$ cat config.mk
export PLATFORM = sky130hd
export DESIGN_NAME = float_div_chunked
export DESIGN_NICKNAME = d
export VERILOG_FILES = /design/src/rtl/float_div_chunked.sv
export SDC_FILE = /design/constraint.sdc
export NUM_CORES = 1
export LEC_CHECK = 0
export ABC_AREA = 1
export BUFFER_PORTS_ARGS = -buffer_cell sky130_fd_sc_hd__buf_2
export CORE_MARGIN = 2
export CORE_UTILIZATION = 35
export DETAILED_ROUTE_END_ITERATION = 6
export GPL_ROUTABILITY_DRIVEN = 0
export GPL_TIMING_DRIVEN = 1
export PLACE_DENSITY = 0.5
export SKIP_CTS_REPAIR_TIMING = 1
export SYNTH_ARGS = -nofsm -noshare
export SYNTH_HDL_FRONTEND = slang
export SYNTH_SLANG_ARGS = --single-unit
export TNS_END_PERCENT = 50
$ cat constraint.sdc
create_clock -name clk -period 17.7 [get_ports clk]
set_input_delay 1.77 -clock clk [delete_from_list [all_inputs] [get_ports clk]]
set_output_delay 1.77 -clock clk [all_outputs]
set_load 0.005 [all_outputs]
$ cat src/rtl/float_div_chunked.sv
// Multi-cycle IEEE-754 single-precision divider: restoring division, div_bits_per_cycle quotient bits per clock.
// Optional FLOAT_DIV_SATURATE_EN clamps out-of-range exponents to inf/zero instead of wrapping the field.
module float_div_chunked #(
  parameter int float_width        = 32,
  parameter int float_exp_width    = 8,
  parameter int float_mant_width   = 23,
  parameter int div_bits_per_cycle = 5
) (
  input  logic                   clk,
  input  logic                   rst,
  input  logic                   req,
  input  logic [float_width-1:0] a,
  input  logic [float_width-1:0] b,
  output logic                   ack,
  output logic [float_width-1:0] out
);
  // state | meaning
  // IDLE  | waiting for req; special cases answered directly from here
  // DIV   | resolving div_bits_per_cycle quotient bits per clock
  // NORM  | normalise quotient, pack result, pulse ack
  typedef enum logic [1:0] {IDLE, DIV, NORM} state_t;

  localparam int qw         = float_mant_width + 2;
  localparam int div_cycles = qw / div_bits_per_cycle;
  localparam int cnt_w      = $clog2(div_cycles + 1);
  localparam int mw         = float_mant_width + 1;
`ifdef FLOAT_DIV_SATURATE_EN
  localparam int ew = float_exp_width + 2;
`else
  // Without range checking only the low field bits are ever observed, so modulo arithmetic suffices.
  localparam int ew = float_exp_width;
`endif
  localparam logic [ew-1:0] bias = ew'((1 << (float_exp_width - 1)) - 1);

  state_t                 state, state_n;
  logic [qw-1:0]          rem, rem_n, q;
  logic [mw-1:0]          mb;
  logic signed [ew-1:0]   exp_w, exp_fin;
  logic                   sign;
  logic [cnt_w-1:0]       cnt;
  logic [div_bits_per_cycle-1:0] bits;
  logic [float_mant_width-1:0]   mant;
  logic [float_width-1:0]        out_norm;

  logic [float_exp_width-1:0] a_exp, b_exp;
  logic a_zero, b_zero, sign_in;

  assign a_exp   = a[float_width-2 -: float_exp_width];
  assign b_exp   = b[float_width-2 -: float_exp_width];
  assign a_zero  = (a_exp == '0);
  assign b_zero  = (b_exp == '0);
  assign sign_in = a[float_width-1] ^ b[float_width-1];

  always_ff @(posedge clk or posedge rst) begin
    if (rst) state <= IDLE;
    else     state <= state_n;
  end

  always_comb begin
    state_n = state;
    case (state)
      IDLE: if (req && !a_zero && !b_zero) state_n = DIV;
      DIV:  if (cnt == cnt_w'(div_cycles - 1)) state_n = NORM;
      NORM: state_n = IDLE;
      default: state_n = IDLE;
    endcase
  end

  always_comb begin
    rem_n = rem;
    bits  = '0;
    for (int i = 0; i < div_bits_per_cycle; i++) begin
      if (rem_n >= {1'b0, mb}) begin
        rem_n = rem_n - {1'b0, mb};
        bits[div_bits_per_cycle-1-i] = 1'b1;
      end
      rem_n = rem_n << 1;
    end
  end

  always_comb begin
    if (q[qw-1]) begin
      mant    = q[qw-2:1];
      exp_fin = exp_w;
    end else begin
      mant    = q[qw-3:0];
      exp_fin = exp_w - ew'(1);
    end
    out_norm = {sign, exp_fin[float_exp_width-1:0], mant};
`ifdef FLOAT_DIV_SATURATE_EN
    if (exp_fin >= $signed(ew'((1 << float_exp_width) - 1)))
      out_norm = {sign, {float_exp_width{1'b1}}, {float_mant_width{1'b0}}};
    else if (exp_fin <= $signed(ew'(0)))
      out_norm = {sign, {(float_width-1){1'b0}}};
`endif
  end

  always_ff @(posedge clk or posedge rst) begin
    if (rst) begin
      ack   <= 1'b0;
      out   <= '0;
      rem   <= '0;
      q     <= '0;
      mb    <= '0;
      exp_w <= '0;
      sign  <= 1'b0;
      cnt   <= '0;
    end else begin
      ack <= 1'b0;
      out <= '0;
      case (state)
        IDLE: if (req) begin
          sign <= sign_in;
          if (a_zero) begin
            ack <= 1'b1;
            out <= {sign_in, {(float_width-1){1'b0}}};
          end else if (b_zero) begin
            ack <= 1'b1;
            out <= {sign_in, {float_exp_width{1'b1}}, {float_mant_width{1'b0}}};
          end else begin
            mb    <= {1'b1, b[float_mant_width-1:0]};
            rem   <= {2'b01, a[float_mant_width-1:0]};
            q     <= '0;
            cnt   <= '0;
            exp_w <= ew'(a_exp) - ew'(b_exp) + bias;
          end
        end
        DIV: begin
          rem <= rem_n;
          q   <= {q[qw-1-div_bits_per_cycle:0], bits};
          cnt <= cnt + cnt_w'(1);
        end
        NORM: begin
          ack <= 1'b1;
          out <= out_norm;
        end
        default: ;
      endcase
    end
  end
endmodule
==> summary.txt, run 1 <==
Drt
  • Residual DRC: 1
  • Routed len/inst: 19.6 um
  • Met2 routed WL: 22000 um
  • First DRT Iteration DRCs: 1044
  • Pre-antenna DRT Iters: 7
  • M1 WL: 22000 um
  • Via count: 13500
  • Drt via density: 5.32
  • Highest metal used: met4
  • Final wirelength: 49700 um
  • Final antenna-violating net count: 0
  • Routed met3 length: 2910 um

GRT
  • Initial antenna violation count: 0
  • Gr usage total: 25.8%
  • Vias in the first global route: 13000
  • First-pass GRT wire length: 75800 um
  • GRT overflow: 0
  • Largest net degree at the start of global routing: 69

STA
  • Tightest Pin Transition: 1.16 ns
  • Rel. slew slack: 22.5%
  • Fmax: 0.0725 GHz
  • RSZ-0062 raised after global routing: false
  • Period Utilization, post-route: 77.9%
  • Max Slew Vio Count: 0
  • Setup TNS: 0 ns
  • Min Tclk post-route: 13.79 ns
  • Clk_skew: 0.0249 ns
  • Final Hold Viols: 0
  • Final setup vio count: 0

Min path
  • WHS Endpoint: exp_w[7]
  • Hold Crit Depth: 2
  • Worst Hold Class: reg2reg
  • Hold Crit Start: exp_w[7]

Setup path
  • Critical path origin: mb[13]
  • CP most frequent cell: nand2_1
  • WP depth: 58
  • Critical R2R Capture: rem[18]
  • Crit end category: flip-flop
  • Slowest stage delay, CP: 0.89 ns
  • CP max-delay cell: nor2_2
  • Max FO, Critical Path: 31
  • R2r setup slk: 3.91 ns
  • Arr. time, crit path: 14.09 ns
  • Worst path required time: 18.00 ns
  • Worst Path Buf+Inv: 9
  • FF-to-FF Start: mb[13]
  • Critical Path Start Type: flip-flop
  • Setup CP Type: reg2reg
  • CP top delay family: simple AND/OR/NAND/NOR gates
  • Worst reg2reg path depth: 58

Logic synthesis
  • Synth unique cells: 53
  • Number of synthesis warnings: 0
  • Post-Syn Nets: 2172
  • Synth Register Bits: 121
  • Average size of a mapped cell: 6.63 um^2
  • Synth Cell Area: 0.0131 mm^2
  • Seq/Total Area, Yosys: 23.2%
  • Syn Inst Count: 1969

Layout
  • Most frequent cells in the layout: nand2_1, inv_1, a21oi_1
  • Most common cell after layout, fill and taps aside: nand2_1
  • Layout area overhead: 11.8%
  • Share of cells above drive strength 1: 11.2%
  • NumNets Final: 2259
  • Layout Utilization: 39.8%

Floorplan
  • Initial Utilization: 35.6%
  • Die W: 197 um
  • Chip height: 197 um
  • Num rows: 70
  • Ports: 100
  • Core ar.: 0.0367 mm^2
  • Die Area: 0.0389 mm^2

Run
  • Number of max-cap violations: 0

CTS
  • CTS sink count: 121
  • Clock-pin slew on the worst setup and hold paths: 0.08 ns
  • H-Tree Depth: 4
  • Clk_lat worst skew: 0.44 ns
  • Num CTS Buffers: 17
  • TritonCTS clock tree: done
  • Root buf cell: clkbuf_16
  • Clock tree buffer depth: 2

Status
  • Outcome: complete, but fails checks
  • Failing checks: design-rule violations

Placement
  • Number of I/O port buffers: 99
  • Dpl hpwl: 39100 um
registers in the layout (all words and copies together), names as in the netlist:
register and count:
q 25, ack 1, mb 24, out 32, rem 25, exp_w 8
sign 1, state 2, cnt 3
cell type report:
class,instances,area (um^2)
well taps,468,586
diodes,1,2.50
flip-flops and latches,121,3030
fillers,3896,22100
repair buffers,117,631
multi-input cells,1512,8710
clock inverters,15,143
clock buffers,17,425
inverters,287,1080
cells in the mapped netlist, drive strengths merged:
library cell / count / share of area, %
a31o: 2 / 0.13
fa: 3 / 0.46
buf: 22 / 1.2
inv: 283 / 8.1
and3: 3 / 0.14
o21bai: 12 / 0.69
o21a: 2 / 0.11
a311oi: 1 / 0.067
a21o: 12 / 0.69
o2111ai: 1 / 0.067
nand4: 18 / 0.86
o22ai: 36 / 1.7
a211oi: 4 / 0.23
a221oi: 1 / 0.067
xor2: 57 / 3.8
ha: 133 / 13
a41oi: 1 / 0.067
clkinv: 4 / 0.11
o221ai: 2 / 0.13
a31oi: 6 / 0.29
and2: 8 / 0.38
dfrtp: 121 / 23
nor4: 15 / 0.77
nand3b: 2 / 0.11
nor2: 98 / 3.3
a21boi: 5 / 0.29
clkbuf: 27 / 0.78
o311ai: 1 / 0.067
xnor2: 56 / 3.8
o21ai: 167 / 6.4
a21oi: 164 / 6.5
nand2: 548 / 16
nand3: 115 / 4.9
o211ai: 2 / 0.11
nor3: 20 / 0.84
or2: 15 / 0.72
a22oi: 2 / 0.11
cells by family (layout without fill, tap and decap cells):
family	after synthesis	count (layout)	share of synthesized area [%]
adders and majority gates	136	136	13.2
AOI/OAI and AO/OA	421	421	17.8
xor gates and xnor gates	113	113	7.58
and+or+nand+nor	842	842	28.0
buffers and inverters	336	436	10.2
other	0	1	0
DFF	121	121	23.2
metal layers:
layer	global-route usage, %	vias to the layer above
met1	34.3	6270
met5	0	-
met2	41.6	491
li1	-	6648
met4	13.0	0
met3	2.70	105
metrics by stage:
step / setup WS [ns] / hold WS [ns] / instance area (um^2) / instances
after floorplan: 8.28 / 0.453 / 13100 / 1969
after global placement: 4.30 / 0.477 / 14000 / 2505
after detailed placement: 4.23 / 0.491 / 14000 / 2505
after CTS: 4.14 / 0.505 / 14600 / 2537
after global routing: 2.67 / 0.534 / 14600 / 2537
final: 3.91 / 0.501 / 14600 / 2538
worst reg2reg max path, delay by kind of cell (launching register included):
| kind | cells | cell delay [ns] |
|---|---|---|
| and+or+nand+nor | 27 | 5.17 |
| AOI/OAI and AO/OA | 17 | 4.60 |
| DFF | 1 | 0.36 |
| buffers and inverters | 9 | 1.68 |
| adders and majority gates | 5 | 1.85 |
worst max path at each step:
stage	end	slack, ns
2_1_floorplan	rem[3]	8.28
3_3_place_gp	rem[18]	4.30
3_5_place_dp	rem[18]	4.23
4_1_cts	rem[2]	4.14
5_1_grt	rem[2]	2.67
6_report	rem[18]	3.91
Power of run 1 is left out: the tool's default activity adds up to more than one toggle a clock period on the data nets, which glitch-free logic cannot reach.
==> run 2, diff against run 1 <==
- PLACE_DENSITY: 0.5 -> 0.52
- clock period: 17.7 -> 11.97 ns (I/O delays scaled with it)
==> run 2 against run 1 <==
Against the previous run: the run now ends clean; via count rose by 1.7%; clock skew rose by 0.0036 ns; first-iteration DRC count rose by 14%; critical path type unchanged; largest cell class unchanged; highest routed layer unchanged.
==> summary.txt, run 2 (synthesis gave the netlist of run 1 again) <==
Status
  • Outcome: completed (was complete, but fails checks)

Layout
  • Layout Utilization: 41.6% (was 39.8%)
  • Regs by FF count: out (32), q (25), rem (25) (unchanged)
  • Most frequent cells in the layout: nand2_1, inv_1, a21oi_1 (unchanged)
  • Non-filler cells, final: 2612 (was 2538)
  • Most common cell after layout, fill and taps aside: nand2_1 (unchanged)
  • Share of cells above drive strength 1: 14.6% (was 11.2%)
  • Biggest register: out (unchanged)
  • NumNets Final: 2335 (was 2259)
  • Layout area overhead: 17.0% (was 11.8%)
  • # diodes: 0 (was 1)
  • Max reg flops: 32 (unchanged)

GRT
  • Largest net degree at the start of global routing: 82 (was 69)
  • Initial antenna violation count: 0 (unchanged)
  • GRT overflow: 0 (unchanged)
  • Gr usage total: 26.3% (was 25.8%)
  • Vias in the first global route: 13200 (was 13000)
  • First-pass GRT wire length: 76900 um (was 75800 um)

CTS
  • Num CTS Buffers: 17 (unchanged)
  • TritonCTS clock tree: done (unchanged)
  • CTS sink count: 121 (unchanged)
  • H-Tree Depth: 4 (unchanged)
  • Clk_lat worst skew: 0.45 ns (was 0.44 ns)
  • Root buf cell: clkbuf_16 (unchanged)
  • Clock-pin slew on the worst setup and hold paths: 0.08 ns (about the same)
  • Clock tree buffer depth: 2 (unchanged)

Placement
  • Number of I/O port buffers: 99 (unchanged)
  • Placed insts: 2574 (was 2505)
  • Dpl hpwl: 41200 um (was 39100 um)

Floorplan
  • Chip height: 197 um (unchanged)
  • Num rows: 70 (unchanged)
  • Die Area: 0.0389 mm^2 (unchanged)
  • Core ar.: 0.0367 mm^2 (unchanged)
  • Ports: 100 (unchanged)
  • Die W: 197 um (unchanged)
  • Initial Utilization: 35.6% (unchanged)

Setup path
  • Setup CP Type: reg2reg (unchanged)
  • CP most frequent cell: nand2_1 (unchanged)
  • Max FO, Critical Path: 15 (was 31)
  • Slowest stage delay, CP: 0.38 ns (was 0.89 ns)
  • Critical Path Start Type: flip-flop (unchanged)
  • Worst path required time: 12.31 ns (was 18.00 ns)
  • Arr. time, crit path: 11.47 ns (was 14.09 ns)
  • Crit end category: flip-flop (unchanged)
  • CP max-delay cell: ha_1 (was nor2_2)
  • Worst reg2reg path depth: 63 (was 58)

STA
  • Fmax: 0.0899 GHz (was 0.0725 GHz)
  • Max Slew Vio Count: 0 (unchanged)
  • Final Hold Viols: 0 (unchanged)
  • Rel. slew slack: 21.0% (was 22.5%)
  • Clk_skew: 0.0284 ns (was 0.0249 ns)
  • Min Tclk post-route: 11.13 ns (was 13.79 ns)
  • Setup TNS: 0 ns (unchanged)
  • Final setup vio count: 0 (unchanged)
  • Hold slack: 0.486 ns (was 0.501 ns)
  • Tightest Pin Transition: 1.18 ns (was 1.16 ns)
  • Period Utilization, post-route: 93.0% (was 77.9%)

Drt
  • Drt via density: 5.26 (was 5.32)
  • Final antenna-violating net count: 0 (unchanged)
  • Residual DRC: 0 (was 1)
  • Final wirelength: 50900 um (was 49700 um)
  • Via count: 13700 (was 13500)
  • Pre-antenna DRT Iters: 5 (was 7)
  • Routed len/inst: 19.5 um (was 19.6 um)
  • First DRT Iteration DRCs: 1193 (was 1044)

Run
  • Number of max-cap violations: 0 (unchanged)

Min path
  • Hold Crit Depth: 2 (unchanged)
  • Worst Hold Class: reg2reg (unchanged)
run 2: changes by cell type in the layout (fill, tap and decap cells not counted), sizes merged:
cell and change:
inv -4, diode -1, nand3 +1, buf +75
clkinvlp +1, bufinv +1, clkinv +1
run 2: final cells by class:
cell class | count | area [um^2]
fill | 3932 | 21400
multi-input combinational | 1513 | 8780
sequential | 121 | 3030
timing repair buffer | 192 | 1230
inverter | 287 | 1080
tap | 468 | 586
clock buffer | 17 | 425
clock inverter | 14 | 149
run 2: worst paths after layout:
check / startpoint / to / slack (ns)
setup / recovery: mb[12] / rem[17] / 0.84
hold / removal: exp_w[7] / exp_w[7] / 0.49
setup reg to reg: mb[12] / rem[17] / 0.84
hold reg to reg: exp_w[7] / exp_w[7] / 0.49
max in group asynchronous: rst / state[1] / 9.76
min in group asynchronous: rst / q[10] / 1.03
run 2: per-stage QoR:
stage	area [um^2]	worst slack, ns
global placement	14600	0.0323
detailed placement	14600	-0.0259
global route	15300	-0.00716
floorplan	13100	2.55
CTS	15200	-0.0664
finish	15300	0.841
run 2: metal layers:
metal	share of wire [%]	GRT usage, %	vias to the layer above
li1	-	-	6796
met1	45	35.5	6377
met2	46	43.2	479
met3	5.6	2.51	91
met4	4.2	10.8	0
met5	0	0	-
run 2: critical path, delay by kind of cell (launching register included):
family | cells | cell delay, ns
buf+inv | 14 | 2.04
simple gates | 32 | 4.76
fa+ha+maj | 5 | 1.75
flops | 1 | 0.36
compound gates | 12 | 2.07
Power of run 2 is left out for the same reason.
==> run 3, diff against run 2 <==
- CORE_UTILIZATION: 35 -> 36
- PLACE_DENSITY: 0.52 -> 0.53
==> run 3 against run 2 <==
Against the previous run: cell area is 2.0% lower; fmax rose by 0.74%; wire length fell by 2.2%; register-to-register slack gained 0.08 ns; sequential cell count unchanged; critical path type unchanged; highest routed layer unchanged.
==> summary.txt, run 3 (synthesis gave the netlist of run 1 again) <==
Setup path
  • Crit end category: flip-flop (unchanged)
  • Arr. time, crit path: 11.36 ns (was 11.47 ns)
  • Worst path required time: 12.28 ns (was 12.31 ns)
  • CP max-delay cell: o21ai_0 (was ha_1)
  • Setup CP Type: reg2reg (unchanged)
  • CP most frequent cell: nand2_1 (unchanged)
  • Critical path origin: rem[0] (was mb[12])
  • CP Capture Point: rem[11] (was rem[17])
  • Critical R2R Capture: rem[11] (was rem[17])
  • Worst reg2reg path depth: 66 (was 63)
  • Max FO, Critical Path: 16 (was 15)
  • R2r setup slk: 0.92 ns (was 0.84 ns)
  • FF-to-FF Start: rem[0] (was mb[12])
  • Critical Path Start Type: flip-flop (unchanged)
  • Slowest stage delay, CP: 0.48 ns (was 0.38 ns)

Floorplan
  • Initial Utilization: 36.6% (was 35.6%)
  • Ports: 100 (unchanged)
  • Die Area: 0.0378 mm^2 (was 0.0389 mm^2)
  • Die W: 194 um (was 197 um)
  • Chip height: 194 um (was 197 um)
  • Num rows: 69 (was 70)
  • Core ar.: 0.0357 mm^2 (was 0.0367 mm^2)

STA
  • RSZ-0062 raised after global routing: false
  • Clk_skew: 0.0316 ns (was 0.0284 ns)
  • Rel. slew slack: 30.3% (was 21.0%)
  • Min Tclk post-route: 11.05 ns (was 11.13 ns)
  • Post-route setup slack: 0.922 ns (was 0.841 ns)
  • Period Utilization, post-route: 92.3% (was 93.0%)
  • Final Hold Viols: 0 (unchanged)
  • Max Slew Vio Count: 0 (unchanged)
  • Fmax: 0.0905 GHz (was 0.0899 GHz)
  • Setup TNS: 0 ns (unchanged)
  • Final setup vio count: 0 (unchanged)
  • Tightest Pin Transition: 1.04 ns (was 1.18 ns)

Layout
  • Fin area: 0.0150 mm^2 (was 0.0153 mm^2)
  • Most frequent cells in the layout: nand2_1, inv_1, a21oi_1 (unchanged)
  • Layout Utilization: 42.0% (was 41.6%)
  • # diodes: 0 (unchanged)
  • NumNets Final: 2296 (was 2335)
  • Layout area overhead: 14.6% (was 17.0%)
  • Max reg flops: 32 (unchanged)
  • Share of cells above drive strength 1: 13.1% (was 14.6%)
  • Most common cell after layout, fill and taps aside: nand2_1 (unchanged)
  • Biggest register: out (unchanged)
  • Regs by FF count: out (32), q (25), rem (25) (unchanged)

CTS
  • Clock-pin slew on the worst setup and hold paths: 0.07 ns (was 0.08 ns)
  • TritonCTS clock tree: done (unchanged)
  • Clock tree buffer depth: 2 (unchanged)
  • Num CTS Buffers: 17 (unchanged)
  • Clk_lat worst skew: 0.45 ns (about the same)
  • CTS sink count: 121 (unchanged)
  • H-Tree Depth: 4 (unchanged)
  • Root buf cell: clkbuf_16 (unchanged)

Placement
  • Dpl hpwl: 40500 um (was 41200 um)
  • Pre-CTS setup slack: 0.625 ns (was -0.0259 ns)
  • Area post-placement: 0.0143 mm^2 (was 0.0146 mm^2)
  • Number of I/O port buffers: 99 (unchanged)

Status
  • Outcome: completed (unchanged)

GRT
  • Vias in the first global route: 13000 (was 13200)
  • Gr usage total: 26.0% (was 26.3%)
  • Largest net degree at the start of global routing: 70 (was 82)
  • First-pass GRT wire length: 74900 um (was 76900 um)
  • Initial antenna violation count: 0 (unchanged)
  • GRT overflow: 0 (unchanged)

Run
  • Number of max-cap violations: 0 (unchanged)

Drt
  • Via count: 13900 (was 13700)
  • Residual DRC: 0 (unchanged)
  • Final antenna-violating net count: 0 (unchanged)
  • Routed len/inst: 19.4 um (was 19.5 um)
  • Drt via density: 5.40 (was 5.26)
  • First DRT Iteration DRCs: 1148 (was 1193)
  • Final wirelength: 49800 um (was 50900 um)
  • Pre-antenna DRT Iters: 5 (unchanged)

Min path
  • Worst Hold Class: reg2reg (unchanged)
run 3: per-stage QoR:
step | instances | hold slack, ns
2_1_floorplan | 1969 | 0.453
3_3_place_gp | 2535 | 0.470
3_5_place_dp | 2535 | 0.475
4_1_cts | 2567 | 0.491
5_1_grt | 2567 | 0.514
6_report | 2567 | 0.489
run 3: metal layers:
metal | share of wire, % | global-route usage [%] | vias to the layer above
li1 | - | - | 6723
met1 | 45 | 34.5 | 6525
met2 | 44 | 42.1 | 513
met3 | 5.8 | 3.21 | 102
met4 | 5.1 | 12.1 | 0
met5 | 0 | 0 | -
run 3: layout make-up:
| class | count | area (um^2) |
|---|---|---|
| clock buffer | 18 | 429 |
| clock inverter | 14 | 186 |
| fill | 3778 | 20700 |
| inverter | 287 | 1080 |
| multi-input combinational | 1512 | 8760 |
| sequential | 121 | 3030 |
| tap | 461 | 577 |
| timing repair buffer | 154 | 908 |
run 3: how the worst min path moves through the flow:
stage / from / end / slack (ns) / cells past startpoint
2_1_floorplan: q[23] / q[23] / 0.45 / 2
3_3_place_gp: q[23] / q[23] / 0.47 / 2
3_5_place_dp: exp_w[7] / exp_w[7] / 0.48 / 2
4_1_cts: exp_w[7] / exp_w[7] / 0.49 / 2
5_1_grt: q[23] / q[23] / 0.51 / 2
6_report: exp_w[7] / exp_w[7] / 0.49 / 2
run 3: worst max-delay path, delay by kind of cell (launching register included):
family / cells / cell delay [ns]
compound gates: 16 / 3.69
xor+xnor: 2 / 0.33
fa+ha+maj: 6 / 1.72
simple gates: 31 / 3.58
buf+inv: 11 / 1.19
flops: 1 / 0.39
Power of run 3 is left out for the same reason.
